--- config.mk ---
export PLATFORM = sky130hd
export DESIGN_NAME = vga_timing_gen_flat
export DESIGN_NICKNAME = d
export VERILOG_FILES = /design/src/rtl/vga_timing_pkg.sv /design/src/rtl/vga_timing_gen_if.sv /design/src/rtl/vga_wrap_counter.sv /design/src/rtl/vga_timing_gen.sv /design/src/flat_wrapper.sv
export SDC_FILE = /design/constraint.sdc
export NUM_CORES = 1
export LEC_CHECK = 0
export CAP_MARGIN = 40
export CORE_MARGIN = 4
export CORE_UTILIZATION = 55
export CTS_CLUSTER_SIZE = 10
export DETAILED_ROUTE_END_ITERATION = 10
export GPL_ROUTABILITY_DRIVEN = 0
export PLACE_DENSITY_LB_ADDON = 0.12
export REMOVE_ABC_BUFFERS = 1
export SLEW_MARGIN = 20
export SYNTH_ARGS = -nofsm -noshare
export SYNTH_HDL_FRONTEND = slang
export SYNTH_HIERARCHICAL = 1
export SYNTH_SLANG_ARGS = --single-unit
--- constraint.sdc ---
create_clock -name vga_clk -period 3.8 [get_ports vga_clk]
set_clock_uncertainty 0.05 [all_clocks]
set_input_delay 0.38 -clock vga_clk [delete_from_list [all_inputs] [get_ports vga_clk]]
set_output_delay 0.38 -clock vga_clk [all_outputs]
set_load 0.02 [all_outputs]
--- src/rtl/vga_timing_pkg.sv ---
// 640x480@60 raster constants, coordinate type and a window helper.
// Latency: n/a (declarations only).
// Backpressure: n/a.
package vga_timing_pkg;

   localparam int H_VIS   = 640;
   localparam int H_FP    = 16;
   localparam int H_SYNC  = 96;
   localparam int H_BP    = 48;
   localparam int H_TOTAL = H_VIS + H_FP + H_SYNC + H_BP;

   localparam int V_VIS   = 480;
   localparam int V_FP    = 10;
   localparam int V_SYNC  = 2;
   localparam int V_BP    = 33;
   localparam int V_TOTAL = V_VIS + V_FP + V_SYNC + V_BP;

   // Sync windows are half-open: [START, END)
   localparam int HS_START = H_VIS + H_FP;
   localparam int HS_END   = HS_START + H_SYNC;
   localparam int VS_START = V_VIS + V_FP;
   localparam int VS_END   = VS_START + V_SYNC;

   typedef logic [9:0] coord_t;

   // True when lo <= v < hi
   function automatic logic in_window(coord_t v, coord_t lo, coord_t hi);
      return (v >= lo) && (v < hi);
   endfunction

endpackage

--- src/rtl/vga_timing_gen_if.sv ---
// Raster bundle between the timing generator and its consumers.
// Latency: n/a (wires only).
// Backpressure: consumer drives en; generator holds the raster while en=0.
interface vga_timing_gen_if #(
   parameter int FC_W = 16
);
   import vga_timing_pkg::*;

   logic            en;
   coord_t          DrawX;
   coord_t          DrawY;
   logic            blank;
   logic            hs;
   logic            vs;
   logic            line_start;
   logic            frame_start;
   logic [FC_W-1:0] frame_count;

   modport master (
      input  en,
      output DrawX, DrawY, blank, hs, vs, line_start, frame_start, frame_count
   );

   modport slave (
      output en,
      input  DrawX, DrawY, blank, hs, vs, line_start, frame_start, frame_count
   );

endinterface

--- src/rtl/vga_wrap_counter.sv ---
// Modulo-MOD up-counter with a wrap strobe (terminal count AND inc).
// Latency: count updates on the edge after inc; wrap_o is combinational.
// Backpressure: holds its value whenever inc_i is low.
module vga_wrap_counter #(
   parameter int MOD = 800,
   parameter int W   = 10
) (
   input  logic         clk_i,
   input  logic         rst_ni,
   input  logic         inc_i,
   output logic [W-1:0] cnt_o,
   output logic         wrap_o
);

   localparam logic [W-1:0] LAST = W'(MOD - 1);

   logic [W-1:0] cnt_q;
   logic [W-1:0] cnt_d;

   assign wrap_o = inc_i && (cnt_q == LAST);
   assign cnt_o  = cnt_q;

   // Next count: advance on inc, return to zero after the last value
   always_comb begin
      cnt_d = cnt_q;
      if (inc_i) begin
         cnt_d = wrap_o ? '0 : cnt_q + 1'b1;
      end
   end

   // Count register
   always_ff @(posedge clk_i or negedge rst_ni) begin
      if (!rst_ni) begin
         cnt_q <= '0;
      end else begin
         cnt_q <= cnt_d;
      end
   end

endmodule

--- src/rtl/vga_timing_gen.sv ---
// VGA raster timing: coordinates, visible flag, syncs, line/frame strobes, frame count.
// Latency: every output is registered from the pre-update counters (one cycle behind them).
// Backpressure: en=0 freezes counters and outputs; strobes drop to 0 so none repeats.
module vga_timing_gen #(
   parameter int   H_VIS       = vga_timing_pkg::H_VIS,
   parameter int   H_FP        = vga_timing_pkg::H_FP,
   parameter int   H_SYNC      = vga_timing_pkg::H_SYNC,
   parameter int   H_BP        = vga_timing_pkg::H_BP,
   parameter int   V_VIS       = vga_timing_pkg::V_VIS,
   parameter int   V_FP        = vga_timing_pkg::V_FP,
   parameter int   V_SYNC      = vga_timing_pkg::V_SYNC,
   parameter int   V_BP        = vga_timing_pkg::V_BP,
   parameter logic SYNC_ACTIVE = 1'b0,
   parameter int   FC_W        = 16
) (
   input  logic              vga_clk,
   input  logic              reset_n,
   vga_timing_gen_if.master  vif
);
   import vga_timing_pkg::*;

   localparam int     H_TOT = H_VIS + H_FP + H_SYNC + H_BP;
   localparam int     V_TOT = V_VIS + V_FP + V_SYNC + V_BP;
   localparam coord_t H_VIS_C = coord_t'(H_VIS);
   localparam coord_t V_VIS_C = coord_t'(V_VIS);
   localparam coord_t HS_LO   = coord_t'(H_VIS + H_FP);
   localparam coord_t HS_HI   = coord_t'(H_VIS + H_FP + H_SYNC);
   localparam coord_t VS_LO   = coord_t'(V_VIS + V_FP);
   localparam coord_t VS_HI   = coord_t'(V_VIS + V_FP + V_SYNC);

   coord_t hc;
   coord_t vc;
   logic   h_wrap;
   logic   v_wrap;

   // Column counter advances on every enabled cycle
   vga_wrap_counter #(.MOD(H_TOT), .W(10)) u_hcnt (
      .clk_i  (vga_clk),
      .rst_ni (reset_n),
      .inc_i  (vif.en),
      .cnt_o  (hc),
      .wrap_o (h_wrap)
   );

   // Line counter advances once per completed line
   vga_wrap_counter #(.MOD(V_TOT), .W(10)) u_vcnt (
      .clk_i  (vga_clk),
      .rst_ni (reset_n),
      .inc_i  (h_wrap),
      .cnt_o  (vc),
      .wrap_o (v_wrap)
   );

   logic [FC_W-1:0] fc_q,     fc_d;
   coord_t          drawx_q,  drawx_d;
   coord_t          drawy_q,  drawy_d;
   logic            blank_q,  blank_d;
   logic            hs_q,     hs_d;
   logic            vs_q,     vs_d;
   logic            ls_q,     ls_d;
   logic            fs_q,     fs_d;
   logic [FC_W-1:0] fcnt_q,   fcnt_d;

   // Completed-frame counter, bumped when the last pixel of a frame is consumed
   always_comb begin
      fc_d = fc_q;
      if (v_wrap) begin
         fc_d = fc_q + 1'b1;
      end
   end

   // Decode the current (pre-update) position into next output values
   always_comb begin
      drawx_d = drawx_q;
      drawy_d = drawy_q;
      blank_d = blank_q;
      hs_d    = hs_q;
      vs_d    = vs_q;
      fcnt_d  = fcnt_q;
      ls_d    = 1'b0;
      fs_d    = 1'b0;
      if (vif.en) begin
         drawx_d = hc;
         drawy_d = vc;
         blank_d = (hc < H_VIS_C) && (vc < V_VIS_C);
         hs_d    = in_window(hc, HS_LO, HS_HI) ? SYNC_ACTIVE : ~SYNC_ACTIVE;
         vs_d    = in_window(vc, VS_LO, VS_HI) ? SYNC_ACTIVE : ~SYNC_ACTIVE;
         fcnt_d  = fc_q;
         ls_d    = (hc == '0);
         fs_d    = (hc == '0) && (vc == '0);
      end
   end

   // Frame counter and output registers
   always_ff @(posedge vga_clk or negedge reset_n) begin
      if (!reset_n) begin
         fc_q    <= '0;
         drawx_q <= '0;
         drawy_q <= '0;
         blank_q <= 1'b0;
         hs_q    <= ~SYNC_ACTIVE;
         vs_q    <= ~SYNC_ACTIVE;
         ls_q    <= 1'b0;
         fs_q    <= 1'b0;
         fcnt_q  <= '0;
      end else begin
         fc_q    <= fc_d;
         drawx_q <= drawx_d;
         drawy_q <= drawy_d;
         blank_q <= blank_d;
         hs_q    <= hs_d;
         vs_q    <= vs_d;
         ls_q    <= ls_d;
         fs_q    <= fs_d;
         fcnt_q  <= fcnt_d;
      end
   end

   assign vif.DrawX       = drawx_q;
   assign vif.DrawY       = drawy_q;
   assign vif.blank       = blank_q;
   assign vif.hs          = hs_q;
   assign vif.vs          = vs_q;
   assign vif.line_start  = ls_q;
   assign vif.frame_start = fs_q;
   assign vif.frame_count = fcnt_q;

endmodule

--- src/flat_wrapper.sv ---
// flat-port wrapper written by rule: the top's interface ports become plain ports
module vga_timing_gen_flat import vga_timing_pkg::*;
#(
   parameter int   H_VIS       = vga_timing_pkg::H_VIS,
   parameter int   H_FP        = vga_timing_pkg::H_FP,
   parameter int   H_SYNC      = vga_timing_pkg::H_SYNC,
   parameter int   H_BP        = vga_timing_pkg::H_BP,
   parameter int   V_VIS       = vga_timing_pkg::V_VIS,
   parameter int   V_FP        = vga_timing_pkg::V_FP,
   parameter int   V_SYNC      = vga_timing_pkg::V_SYNC,
   parameter int   V_BP        = vga_timing_pkg::V_BP,
   parameter logic SYNC_ACTIVE = 1'b0,
   parameter int   FC_W        = 16
)
  (vga_clk, reset_n, vif_en, vif_DrawX, vif_DrawY, vif_blank, vif_hs, vif_vs, vif_line_start, vif_frame_start, vif_frame_count);
  vga_timing_gen_if #(.FC_W(FC_W)) vif_i ();
  input  logic vga_clk;
  input  logic reset_n;
  input wire logic [$bits(vif_i.en)-1:0] vif_en;
  output wire logic [$bits(vif_i.DrawX)-1:0] vif_DrawX;
  output wire logic [$bits(vif_i.DrawY)-1:0] vif_DrawY;
  output wire logic [$bits(vif_i.blank)-1:0] vif_blank;
  output wire logic [$bits(vif_i.hs)-1:0] vif_hs;
  output wire logic [$bits(vif_i.vs)-1:0] vif_vs;
  output wire logic [$bits(vif_i.line_start)-1:0] vif_line_start;
  output wire logic [$bits(vif_i.frame_start)-1:0] vif_frame_start;
  output wire logic [$bits(vif_i.frame_count)-1:0] vif_frame_count;
  assign vif_i.en = vif_en;
  assign vif_DrawX = vif_i.DrawX;
  assign vif_DrawY = vif_i.DrawY;
  assign vif_blank = vif_i.blank;
  assign vif_hs = vif_i.hs;
  assign vif_vs = vif_i.vs;
  assign vif_line_start = vif_i.line_start;
  assign vif_frame_start = vif_i.frame_start;
  assign vif_frame_count = vif_i.frame_count;
  vga_timing_gen #(.H_VIS(H_VIS), .H_FP(H_FP), .H_SYNC(H_SYNC), .H_BP(H_BP), .V_VIS(V_VIS), .V_FP(V_FP), .V_SYNC(V_SYNC), .V_BP(V_BP), .SYNC_ACTIVE(SYNC_ACTIVE), .FC_W(FC_W)) u_core (.vga_clk(vga_clk), .reset_n(reset_n), .vif(vif_i));
endmodule
# ---- Word level (Yosys, flattened, before mapping)
# Index checks and enable logic that the tools add are counted.
dict set report totals {
  ff_bits 77
  input_bits 3
}
dict set report classes {
  n_mux 6
  reduce_logical 8
  eq_ne 2
  n_addsub 3
  n_lt_le_gt_ge 6
}
# cell n
set op_table {}
lappend op_table {{10-bit by 1-bit adder with 10-bit output, second input constant} 2}
lappend op_table {{10-bit == test, second input constant} 2}
lappend op_table {{10-bit logical NOT} 2}
lappend op_table {{10-bit less-than comparator, second input constant} 2}
lappend op_table {{10-bit by 9-bit less-than comparator with 1-bit output, second input constant} 2}
lappend op_table {{10-bit 2-to-1 mux} 2}
lappend op_table {{16-bit by 1-bit adder with 16-bit output, second input constant} 1}
lappend op_table {{10-bit greater-or-equal comparator, second input constant} 1}
lappend op_table {{10-bit by 9-bit greater-or-equal comparator with 1-bit output, second input constant} 1}
lappend op_table {{1-bit logical AND} 6}
lappend op_table {{1-bit 2-to-1 mux} 4}

# ---- Depth between registers and ports, before layout
dict set report depth {
  word_depth 4
  depth_mapped 10
  ltp_nobuf 8
}

# ---- Modules after synthesis
# The synthesis kept the hierarchy.
# module seq_area_each_um2 cells_each instances area_each_um2
set by_module_without_submodules {}
lappend by_module_without_submodules {vga_timing_gen 1428.9 166 1 2322.2}
lappend by_module_without_submodules {{vga_wrap_counter (u_core.u_vcnt)} 250.2 52 1 544.3}
lappend by_module_without_submodules {{vga_wrap_counter (u_core.u_hcnt)} 250.2 47 1 526.8}

# ---- Worst setup path after synthesis
# No wires, ideal clock.
dict set report synth_path {
  path_kind {reg-to-reg}
  startpoint {register u_core.u_hcnt.cnt_q[0] (netlist: u_core/u_hcnt/cnt_o[0])}
  endpoint {register u_core.fc_q[15]}
  t_arrival_ns 2.328
  stages_incl_launch_ff 11
  setup_slack_ns 1.343
  n_path_buf 2
  cell_sequence {dfrtp_1 -> ha_1 -> nand4_2 -> nor3b_4 -> buf_4 -> nand4_2 -> and4bb_1 -> buf_6 -> nand4_2 -> nor4_2 -> xor2_1}
}
dict set report synth_via {
  elab_chain_cells 3
}
# item line
set synth_rtl {}
lappend synth_rtl {{start, declared} vga_wrap_counter.sv:17} ;# logic [W-1:0] cnt_q;
lappend synth_rtl {{start signal, assigned} vga_wrap_counter.sv:36} ;# cnt_q <= cnt_d;
lappend synth_rtl {{10-bit == test} vga_wrap_counter.sv:20} ;# assign wrap_o = inc_i && (cnt_q == LAST);
lappend synth_rtl {{1-bit logical AND} vga_wrap_counter.sv:20}
lappend synth_rtl {{net u_core.h_wrap} vga_timing_gen.sv:33} ;# logic h_wrap;
lappend synth_rtl {{1-bit logical AND} vga_wrap_counter.sv:20}
lappend synth_rtl {{net u_core.v_wrap} vga_timing_gen.sv:34} ;# logic v_wrap;
lappend synth_rtl {{end signal, assigned} vga_timing_gen.sv:97} ;# fc_q <= '0;
lappend synth_rtl {{end signal, assigned} vga_timing_gen.sv:107} ;# fc_q <= fc_d;
lappend synth_rtl {{end, declared} vga_timing_gen.sv:54} ;# logic [FC_W-1:0] fc_q, fc_d;
# The timed path passes the listed nets, and every way through them passes these cells.
# A chain may end at the register's enable or synchronous reset.

# ---- Worst setup path in the final report
# Ends and elaborated chain as after synthesis.

==> metrics.txt <==
die width 86.5 um; Post-CTS Setup Inserts 0; endpoints failing hold 0; DRT Wirelength 6.27 mm; core area 0.00596 sq mm; EDFF count, synth 0; remaining global-route overflow 0; Post-DP HPWL 4.02 mm; first-pass GRT wire length 11.3 mm; worst slew pin tran 599 ps; Max clock buf depth 2; fill count 438; post-synthesis area per instance 12.8 sq um; WHS 374 ps; row count 28; I/O Buffers 43; kind of critical path flip-flop to flip-flop; Worst Hold Class primary input to flip-flop; post-synthesis sequential area ratio 0.569; drc violations 0; via/cell ratio 5.60; R2R Setup Slk 1100 ps; Mapped Area 0.00339 sq mm; part of the power in registers 0.490; root buffer cell clkbuf_8; layout cells sized above 1 0.232; Synth top area share 0.553; Req. time, crit path 4020 ps; most frequent cells in the layout dfrtp_1, clkdlybuf4s50_1, mux2_2; DIE AREA 0.00749 sq mm; largest net degree at the start of global routing 58; outcome finished, final reports clean; synth warn 6; Post-Synthesis Cells 265; First DRT Iteration DRCs 137; Period minus WS final 2700 ps; Total GRT Usage 0.195; pwr dens 474 mW/mm^2; CTS buffer count 9; antenna violations before repair 0; leading cell type in the layout, fill and taps excluded dfrtp_1; final worst path period share 0.710; Area Overhead vs Synth 21.7%; WL per Instance 15.9 um; # H-tree levels 3; Nets 321; unrepaired setup endpoints after global routing false; CP startpoint kind flip-flop; Combinational Power Share 0.155; vias in the first global route 2384; sw power 511 uW; worst skew pair latency 350 ps; final setup TNS 0 ps; crit path max fanout 12; Max-Slew Margin vs Limit 0.601; clock share of power 0.354; prevailing post-synth register cell dfrtp_1; ranking of synthesized cells by area dfrtp_1, mux2_2, xnor2_1, xor2_1, nand4_1; first drt pass iteration count 4; Vias 2206; sink count of the clock tree 77; crit path capture type flip-flop; Unique masters post-synth 40; Ports 44; FFs w/ async S/R, synth 1.00; Worst EP arrival 2920 ps; Layout Utilization 0.693; Die H 86.5 um; Setup-failing EPs final 0; sw frac 0.262; Achievable Freq 371 MHz; Maximum Capacitance Violations 0; post-cts sizing count 0; CTS tree built; Leak 1.90 nW; Max VDD drop 282 uV; clk slew on worst S/H paths 80 ps; Pint 1.44 mW; Yosys reg bits 77; final antenna-violating net count 0; top cell type by total area after synthesis dfrtp_1; Pins Over Slew Limit 0; Starting Density 0.570; Antenna Diode Count 0
[cell usage after synthesis (3+ instances only)]
cell type and n:
a21oi_1 3, nor4_2 5, nand4_1 10, dfrtp_1 75, mux2_2 37, nor3_1 8, inv_1 7, and3_1 4
nand4_2 3, buf_2 5, xor2_1 13, nor2_1 12, nor4_1 5, nand3_1 10, ha_1 4, o21ai_0 6
nand2_1 16, xnor2_1 15
[layout make-up]
class	instances	area (sq um)	share of cell area
repair buffers	47	475	0.115
inverters	7	26.3	0.00636
clock inverters	4	70.1	0.0170
well taps	75	93.8	0.0227
clock buffers	12	155	0.0376
multi-input cells	172	1380	0.334
flip-flops and latches	77	1930	0.467
[repair_timing]
action                     CTS  global route
hold endpoints to repair    19             0
hold buffers                 1             0
setup endpoints to repair    0             0
[through the flow]
step	total power [mW]	setup slack (ps)	cells	instance area (sq um)
finish	1.96	1100	394	4130
global route	2.06	804	394	4130
CTS	1.98	1060	394	4130
detailed placement	1.28	1090	377	3890
global placement	1.27	1170	376	3870
floorplan	1.14	1190	256	3330
[layer usage]
metal  share of wire  vias up  track usage
li1                -     1047            -
met1            0.46     1089        0.250
met2            0.47       61        0.307
met3           0.050        9       0.0570
met4           0.018        0       0.0850
met5               0        -            0
[final timing paths]
check / start / endpoint / cells past startpoint
max in group asynchronous: reset_n / u_core/vif.vs / 3
hold / removal: vif_en / u_core/u_hcnt/cnt_o[4] / 3
min in group asynchronous: reset_n / u_core/vif.DrawY[8] / 2
setup / recovery: u_core/u_hcnt/cnt_o[0] / u_core/fc_q[15] / 8
hold reg to reg: u_core/fc_q[15] / u_core/fc_q[15] / 1
setup reg to reg: u_core/u_hcnt/cnt_o[0] / u_core/fc_q[15] / 8
[cell families after synthesis]
kind of cell | after synthesis | synth area share
fa+ha+maj | 4 | 0.0147
mux | 38 | 0.127
xor+xnor | 28 | 0.0723
buf+inv | 16 | 0.0251
simple gates | 87 | 0.167
flops | 77 | 0.569
compound gates | 15 | 0.0247
[state kept, by name, indices dropped and copies added, names as in the netlist]
| signal | cells |
|---|---|
| u_core/u_hcnt/cnt_o | 10 |
| u_core/u_vcnt/cnt_o | 10 |
| u_core/vif.frame_count | 16 |
| u_core/vif.line_start | 1 |
| u_core/vif.vs | 1 |
| u_core/fc_q | 16 |
| u_core/vif.DrawY | 10 |
| u_core/vif.DrawX | 10 |
| u_core/vif.frame_start | 1 |
| u_core/vif.hs | 1 |
| u_core/vif.blank | 1 |
[critical path, stage by stage (launching register included)]
cell	delay, ps
dfrtp_1	430
ha_1	280
nand4_2	180
nor3b_4	250
nand4_2	80
and4bb_1	560
nand4_2	300
nor4_2	310
xor2_1	170
[power groups by stage]
| stage | clock network, mW | logic [mW] | registers, mW |
|---|---|---|---|
| floorplan | 0 | 0.136 | 1.00 |
| global placement | 0 | 0.298 | 0.972 |
| detailed placement | 0 | 0.304 | 0.974 |
| CTS | 0.713 | 0.308 | 0.959 |
| global route | 0.753 | 0.334 | 0.973 |
| finish | 0.693 | 0.303 | 0.959 |
(Power assumes the default switching activity.)
